==> src/rtl/wb_merge.sv <==
// wb_merge: write-back merge stage in front of the single regfile write port.
// The pipeline write-back always wins the port. Secondary (mul/div) results are
// queued in a small FIFO and drained into idle pipeline slots.
// pend_mask flags the destination registers of queued secondary results.
// Optional feature macro: WB_MERGE_STARVE_EN builds the starvation counter
// that drives stall_req. Without it, stall_req is tied low.
module wb_merge #(
    parameter int DEPTH        = 4,
    parameter int STARVE_LIMIT = 8
) (
    input  logic        clk,
    input  logic        rst,
    input  logic        p_we,
    input  logic [4:0]  p_wa,
    input  logic [31:0] p_wd,
    input  logic        s_valid,
    output logic        s_ready,
    input  logic [4:0]  s_wa,
    input  logic [31:0] s_wd,
    output logic        rf_we,
    output logic [4:0]  rf_wa,
    output logic [31:0] rf_wd,
    output logic [31:0] pend_mask,
    output logic        stall_req
);

    localparam int AW = $clog2(DEPTH);

    if (DEPTH < 2 || (1 << AW) != DEPTH) begin : g_bad_depth
        $error("wb_merge: DEPTH must be a power of two >= 2");
    end
    if (STARVE_LIMIT < 1 || STARVE_LIMIT > 255) begin : g_bad_limit
        $error("wb_merge: STARVE_LIMIT must be in 1..255");
    end

    logic [4:0]  mem_wa [DEPTH];
    logic [31:0] mem_wd [DEPTH];
    logic [AW:0] wptr, rptr, wptr_n, rptr_n, occ_n;
    logic        empty, push, pop, full_n;
    logic [31:0] pend_n;
    logic [AW-1:0] idx;
    logic [4:0]  wa_i;

    // Handshake, arbitration and next pointer/occupancy/mask state
    always_comb begin
        empty  = (wptr == rptr);
        push   = s_valid && s_ready && (s_wa != '0);
        pop    = !p_we && !empty;
        wptr_n = push ? wptr + 1'b1 : wptr;
        rptr_n = pop  ? rptr + 1'b1 : rptr;
        full_n = (wptr_n[AW] != rptr_n[AW]) && (wptr_n[AW-1:0] == rptr_n[AW-1:0]);
        occ_n  = wptr_n - rptr_n;
        pend_n = '0;
        idx    = '0;
        wa_i   = '0;
        // Mask is rebuilt from the post-update queue contents, with a same-cycle push
        // seen directly from s_wa. This keeps it registered alongside the FIFO.
        for (int unsigned i = 0; i < DEPTH; i++) begin
            idx  = rptr_n[AW-1:0] + AW'(i);
            wa_i = (push && idx == wptr[AW-1:0]) ? s_wa : mem_wa[idx];
            if (i < 32'(occ_n)) begin
                pend_n[wa_i] = 1'b1;
            end
        end
        pend_n[0] = 1'b0;
    end

    // FIFO storage (contents need no reset; pointers define validity)
    always_ff @(posedge clk) begin
        if (push) begin
            mem_wa[wptr[AW-1:0]] <= s_wa;
            mem_wd[wptr[AW-1:0]] <= s_wd;
        end
    end

    // Pointers, registered status outputs and the regfile write port
    always_ff @(posedge clk) begin
        if (rst) begin
            wptr      <= '0;
            rptr      <= '0;
            s_ready   <= 1'b0;
            pend_mask <= '0;
            rf_we     <= 1'b0;
            rf_wa     <= '0;
            rf_wd     <= '0;
        end else begin
            wptr      <= wptr_n;
            rptr      <= rptr_n;
            s_ready   <= !full_n;
            pend_mask <= pend_n;
            if (p_we) begin
                rf_we <= 1'b1;
                rf_wa <= p_wa;
                rf_wd <= p_wd;
            end else if (pop) begin
                rf_we <= 1'b1;
                rf_wa <= mem_wa[rptr[AW-1:0]];
                rf_wd <= mem_wd[rptr[AW-1:0]];
            end else begin
                rf_we <= 1'b0;
            end
        end
    end

`ifdef WB_MERGE_STARVE_EN
    logic [7:0] cnt, cnt_n;

    // Count consecutive posedges where a queued result is blocked by the pipeline
    always_comb begin
        cnt_n = cnt;
        if (pop || empty) begin
            cnt_n = '0;
        end else if (p_we && cnt != 8'(STARVE_LIMIT)) begin
            cnt_n = cnt + 8'd1;
        end
    end

    // Starvation counter register and stall request (released by the next pop)
    always_ff @(posedge clk) begin
        if (rst) begin
            cnt       <= '0;
            stall_req <= 1'b0;
        end else begin
            cnt <= cnt_n;
            if (pop) begin
                stall_req <= 1'b0;
            end else if (cnt_n == 8'(STARVE_LIMIT)) begin
                stall_req <= 1'b1;
            end
        end
    end
`else
    assign stall_req = 1'b0;
`endif

endmodule

==> config.mk <==
export PLATFORM = sky130hd
export DESIGN_NAME = wb_merge
export DESIGN_NICKNAME = d
export VERILOG_FILES = /design/src/rtl/wb_merge.sv
export SDC_FILE = /design/constraint.sdc
export NUM_CORES = 1
export LEC_CHECK = 0
export ABC_AREA = 0
export CELL_PAD_IN_SITES_DETAIL_PLACEMENT = 0
export CELL_PAD_IN_SITES_GLOBAL_PLACEMENT = 1
export CORE_ASPECT_RATIO = 0.7
export CORE_UTILIZATION = 40
export CTS_BUF_LIST = sky130_fd_sc_hd__clkbuf_4 sky130_fd_sc_hd__clkbuf_8 sky130_fd_sc_hd__clkbuf_16
export DETAILED_ROUTE_END_ITERATION = 10
export GPL_ROUTABILITY_DRIVEN = 1
export PLACE_DENSITY_LB_ADDON = 0.1
export SLEW_MARGIN = 20
export SYNTH_ARGS = -nofsm -noshare
export SYNTH_HDL_FRONTEND = slang
export SYNTH_SLANG_ARGS = --single-unit
==> constraint.sdc <==
create_clock -name clk -period 4.55 [get_ports clk]
set_input_delay 1.1375 -clock clk [delete_from_list [all_inputs] [get_ports clk]]
set_output_delay 1.1375 -clock clk [all_outputs]
set_load 0.02 [all_outputs]
# Yosys cells after proc, flatten, opt, wreduce, memory -nomap -nowiden
# Memories as Yosys holds them, arrays and structs flattened. A register that Yosys moved wholly into a read port is not among the register bits.
# Cells that the tools add are included.
[word_totals]
memories = 2
regBits = 77
out_inout_bits = 72
wordCells = 83
ramBits = 148
input_bits = 78
[mem_list]
columns = ["memory", "words", "word_bits", "read_ports", "rd_ports_with_merged_regs", "wr", "line_no", "source"]
rows = [
  ["mem_wd", 4, 32, 1, 1, 1, "37", "logic [31:0] mem_wd [DEPTH];"],
  ["mem_wa", 4, 5, 5, 1, 1, "36", "logic [4:0] mem_wa [DEPTH];"],
]
[classes]
bitwise_logic = 3
eq_ne = 7
add_sub_neg = 6
order_cmp = 12
n_reduce_logical = 17
muxes = 28
[op_table]
columns = ["operator", "count"]
rows = [
  ["$mux W32", 6],
  ["$or A32 B32 Y32", 3],
  ["$mux W5", 6],
  ["$lt A5 B6 Y1 const B", 4],
  ["$demux W1 S5", 4],
  ["$ge A5 B1 Y1 const B", 4],
  ["$logic_and A1 B1 Y1", 12],
  ["$eq A2 B2 Y1", 5],
  ["$mux W1", 8],
  ["$add A3 B1 Y3 const B", 2],
  ["$lt A1 B3 Y1 const A", 2],
  ["$lt A2 B3 Y1 const A", 2],
  ["$mux W3", 2],
  ["$reduce_bool A5 Y1", 1],
  ["$add A2 B2 Y2 const B", 2],
  ["$mux W2", 2],
  ["$eq A3 B3 Y1", 1],
  ["$logic_not A1 Y1", 3],
  ["$sub A3 B3 Y3", 1],
  ["$add A2 B1 Y2 const B", 1],
  ["$reduce_bool A2 Y1", 1],
  ["$ne A1 B1 Y1", 1],
]

# Longest topological paths before layout
[depth]
word_depth = 18
depth_mapped = 15
mapped_depth_nobuf = 13

# Least setup slack after synthesis
# Ideal clock, no wire load.
[synth_timing]
path_kind = "input to register"
from = "input port s_valid"
to = "register pend_mask[30]"
arrival_time_ns = 4.669
setup_time_ns = 0.132
path_slack_ns = -0.252
path_buffers = 1
t_required_ns = 4.418
stages = 9
cell_sequence = "nand3_1 -> a21oi_1 -> xnor2_1 -> xor3_2 -> nand2_1 -> and3_1 -> buf_2 -> a222oi_1 -> a21oi_1"
[synth_via]
elab_chain_len = 15
elab_cells_between_ends = 43
cone_classes = "add/sub: 1; order compare: 12; mux: 17; bitwise: 3; reduce/logical: 10"
[synth_lines]
columns = ["element", "line_no", "source"]
rows = [
  ["start: declaration", "16", "input logic s_valid,"],
  ["$logic_and A1 B1 Y1 (*) (2 in series)", "47", "push = s_valid && s_ready && (s_wa != '0);"],
  ["$logic_and A1 B1 Y1", "60", "wa_i = (push && idx == wptr[AW-1:0]) ? s_wa : mem_wa[idx];"],
  ["$mux W5", "60", ""],
  ["$lt A5 B6 Y1 (implied by the code) or $ge A5 B1 Y1 (tied branches)", "62", "pend_n[wa_i] = 1'b1;"],
  ["$logic_and A1 B1 Y1 (implied by the code)", "62", ""],
  ["$mux W1 (implied by the code)", "62", ""],
  ["$demux W1 S5", "62", ""],
  ["$mux W32", "61", "if (i < 32'(occ_n)) begin"],
  ["$or A32 B32 Y32 (no source line)", "n/a", ""],
  ["$mux W32", "61", ""],
  ["$or A32 B32 Y32 (no source line)", "n/a", ""],
  ["$mux W32", "61", ""],
  ["$or A32 B32 Y32 (no source line)", "n/a", ""],
  ["$mux W32 (*)", "61", ""],
  ["end signal: assignment", "90", "pend_mask <= pend_n;"],
  ["end: declaration", "23", "output logic [31:0] pend_mask,"],
]
# Mark *: on every way between the ends. The rest lies on a longest branch, timed or not.
# A chain may end at the register's enable or synchronous reset.

# Worst setup path after layout
[layout_timing]
from = "input port s_wa[1]"
to = "register pend_mask[20]"
[layout_via]
elab_chain_len = 15
elab_cells_between_ends = 43
cone_classes = "add/sub: 1; order compare: 12; mux: 17; bitwise: 3; reduce/logical: 10"
[layout_lines]
columns = ["element", "line_no", "source"]
rows = [
  ["start: declaration", "18", "input logic [4:0] s_wa,"],
  ["$reduce_bool A5 Y1", "47", ""],
  ["$logic_and A1 B1 Y1", "47", ""],
  ["$logic_and A1 B1 Y1", "60", ""],
  ["$mux W5", "60", ""],
  ["$lt A5 B6 Y1 (implied by the code) or $ge A5 B1 Y1 (tied branches)", "62", ""],
  ["$logic_and A1 B1 Y1 (implied by the code)", "62", ""],
  ["$mux W1 (implied by the code)", "62", ""],
  ["$demux W1 S5", "62", ""],
  ["$mux W32", "61", ""],
  ["$or A32 B32 Y32 (no source line)", "n/a", ""],
  ["$mux W32", "61", ""],
  ["$or A32 B32 Y32 (no source line)", "n/a", ""],
  ["$mux W32", "61", ""],
  ["$or A32 B32 Y32 (no source line)", "n/a", ""],
  ["$mux W32 (*)", "61", ""],
]
# Marked as above.

==> summary.md <==
| Metric | Value |
|---|---|
| Skew-Pair Late Insertion Delay | around 0.53 ns |
| Top FF cell, synth | edfxtp_1 |
| Clk sinks | around 220 |
| Global-route usage over all layers | between 20% and 30% |
| Clk network pwr share | approximately 34% |
| Detailed Place HPWL | 21.2 mm |
| Sw Pwr | ~0.0015 W |
| Largest net degree at the start of global routing | 90 |
| Initial antenna violation count | 1 |
| Antenna violation net count after detailed routing | 0 |
| CP peak stage delay | between 0.5 and 0.6 ns |
| Vias | approximately 8.2k |
| Final Skew | ~0.026 ns |
| Max-cap viol count | 0 |
| TritonRoute pass-1 iters | 10 |
| Vias in the first global route | 7,796 |
| GRT overflow | 0 |
| Final setup vio count | 0 |
| Post-CTS Resized | 0 |
| Share of cells above drive strength 1 | approximately 16% |
| Final hold violation count | 0 |
| Layout Nets | 1,152 |
| R2R setup slack | approximately 0.63 ns |
| VDD IR max | 254 uV |
| Area Growth Syn to Fin | 24.9% |
| Reg2reg start | wptr[2] |
| Gpl congestion | roughly 0.91 |
| Post-CTS Setup Repair Bufs | 0 |
| Data arrival, critical path | approximately 4.5 ns |
| Mapped cell area | ~11,000 sq um |
| Number of distinct library cells after synthesis | 76 |
| Top cell type's share of synthesized area | just over 40% |
| Fraction of registers with async set/reset | 0% |
| Setup TNS | 0 ns |
| Synthesized area per cell | 11.8 sq um |
| DRC Markers | 0 |
| Starting Density | about two fifths |
| Site Rows | 49 |
| Pint | 0.00367 W |
| Most used cell, CP | a21oi_1 |
| Critical path class | primary input to flip-flop |
| Status | complete, no violations |
| Hold WS | 0.604 ns |
| DR vias/cell | 5.70 |
| Min-Delay Path Class | flip-flop to flip-flop |
| Max Fclk | 0.243 GHz |
| Sw Ratio | between 20 and 30% |
| Worst R2R Path Depth | 13 |
| Ys Warns | 0 |
| Worst Setup SP | s_wa[1] |
| Wire length per cell | between 20 and 25 um |
| WP data required | approximately 5.0 ns |
| Die Span X | slightly below 200 um |
| H-tree Lvls | 1 |
| CTS tree | yes |
| Die area | 27,500 sq um |
| Max-slew headroom | between 30% and 40% |
| Top cells by area, synth | edfxtp_1 41%, dfxtp_1 14%, mux4_2 10% |
| PD cells | approximately 390 nW/um^2 |
| Layout fillers | ~2.4k |
| RSZ-0062 raised after global routing | false |
| Leakage | ~4.4 nW |
| Biggest area consumer among synthesized cells | edfxtp_1 |
| Port Buf Inserts | 147 |
| Starting DRC count in detailed routing | slightly below 900 |
| Final period util | roughly 90% |
| Synth Instances | between 900 and 1k |
| Register bit total from synthesis | between 200 and 250 |
| R2R Path End | pend_mask[20] |
| Core box area | roughly 26,000 sq um |
| Crit path max-delay cell type | nor3_2 |
| Crit path time final | 4.11 ns |
| CTS Buffer Depth | 3 |
| Die Span Y | roughly 140 um |
| Clock Tree Root | clkbuf_16 |
| Register area share after synthesis | 55.5% |
| Critical Path End | pend_mask[20] |
| CTS Buf Count | 23 |
| I/O pin count | 150 |
| Post-CTS Hold Fix Bufs | 0 |
| Max FO, Critical Path | 7 |
| Number of flops mapped to enable cells by yosys | between 100 and 150 |
| Fin. max-slew vios | 0 |
| Crit-path cells | clkdlybuf4s50_1 -> nor3_1 -> a21oi_1 -> xnor2_1 -> ha_1 -> inv_1 -> fa_1 -> xor3_2 -> nand2_1 -> nor2_1 -> nor3_2 -> a222oi_1 -> a21oi_1 |
| Comb power frac | 22.5% |
| Clock-pin slew on the worst setup and hold paths | approximately 0.060 ns |
| Part of the power in registers | between 40% and 50% |
| Drt total wl | between 30 and 40 mm |
| Crit. End Element | flip-flop |
| CP startpoint kind | primary input |
| Least-Margin Pin Slew | 0.961 ns |
| Global-route wire length before repair | 47.1 mm |
worst min-delay path by stage:
stage | cells past startpoint | slack, ns | end | from
after floorplan | 2 | 0.63 | wptr[2] | wptr[2]
after global placement | 4 | 0.59 | rf_wd[5] | rf_wd[5]
after detailed placement | 4 | 0.60 | rf_wd[2] | rf_wd[2]
after CTS | 4 | 0.61 | rf_wd[2] | rf_wd[2]
after global routing | 4 | 0.64 | rf_wd[2] | rf_wd[2]
final | 4 | 0.60 | rf_wd[18] | rf_wd[18]
area by class of cell:
class	instances	area [sq um]	share of cell area, %
antenna	1	2.50	0.0186
clock buffer	28	619	4.61
clock inverter	14	63.8	0.475
inverter	13	48.8	0.364
multi-input combinational	617	4500	33.5
sequential	224	5970	44.5
tap	357	447	3.33
timing repair buffer	188	1770	13.2
flip-flops by register name (all words and copies together), names as in the netlist:
register and cells:
mem_wa 20, mem_wd 128, pend_mask 31, rf_wa 5, rf_wd 32, rf_we 1
rptr 3, s_ready 1, wptr 3
synthesized netlist by cell type, drive strengths merged, types with 5 or more instances:
library cell  number
nor3              20
a21oi            106
o221a              6
or2                5
nor2b              8
nand4              5
or3                5
nand2b             5
nand2            124
mux2i              5
xnor2              6
o21ai             20
ha                 6
mux4              48
a32o               5
a222oi            22
o211ai             5
edfxtp           148
xor2               5
a22oi             15
and3               8
nor3b              5
clkbuf            33
dfxtp             76
inv               11
nor2              87
a31oi              6
buf               23
a211oi            10
nand3             16
o221ai             6
and2               7
o22ai              6
mux2               7
power groups by stage:
stage / logic [W] / clock network [W] / registers, W
6_report: 0.00117 / 0.00174 / 0.00229
5_1_grt: 0.00125 / 0.00185 / 0.00230
4_1_cts: 0.00115 / 0.00178 / 0.00229
3_5_place_dp: 0.00115 / 0 / 0.00233
3_3_place_gp: 0.00115 / 0 / 0.00233
2_1_floorplan: 0.000654 / 0 / 0.00238
per-stage QoR:
stage	cell area [sq um]	utilization, %	instances	setup slack (ns)	power (W)
floorplan	10800	-	910	0.626	0.00303
global placement	12700	49.0	1399	0.0554	0.00349
detailed placement	12700	49.0	1399	0.0115	0.00348
CTS	13400	51.6	1441	0.546	0.00523
global route	13400	51.6	1441	0.111	0.00540
finish	13400	51.6	1442	0.440	0.00520
critical path, delay by kind of cell:
family / cells / cell delay [ns]
compound gates: 3 / 0.65
xor+xnor: 2 / 0.65
fa+ha+maj: 2 / 0.54
buf+inv: 2 / 0.46
simple gates: 4 / 1.07
layout by cell type, fill, tap and decap left out, types with 5 or more instances in the layout:
master           instances
edfxtp_1               148
clkdlybuf4s50_1        145
nand2_1                124
a21oi_1                104
nor2_1                  86
dfxtp_1                 74
mux4_2                  48
buf_4                   42
clkbuf_16               23
a222oi_1                22
o21ai_0                 16
nand3_1                 15
a22oi_1                 15
nor3_1                  13
clkinv_1                10
inv_1                    9
a211oi_1                 9
nor2b_1                  8
nor3_2                   7
and3_1                   7
mux2_2                   6
o221a_2                  6
o22ai_1                  6
o221ai_1                 6
a31oi_1                  6
ha_1                     6
xnor2_1                  5
nand2b_1                 5
o211ai_1                 5
mux2i_1                  5
a32o_1                   5
or3_1                    5
nand4_1                  5
cell families after synthesis:
group / Yosys count / synth area share [%]
fa+ha+maj: 7 / 0.885
buf+inv: 69 / 2.87
flops: 224 / 55.5
mux: 60 / 11.3
compound gates: 233 / 15.0
other cells: 1 / 0.0349
xor+xnor: 12 / 1.41
simple gates: 303 / 13.0
layer usage:
metal	GRT usage, %	wire (um)
met5	0	0
met4	3.39	405
met3	5.62	2710
met2	30.3	12600
met1	36.3	15500
No activity file was read; power rests on OpenSTA's default activity.
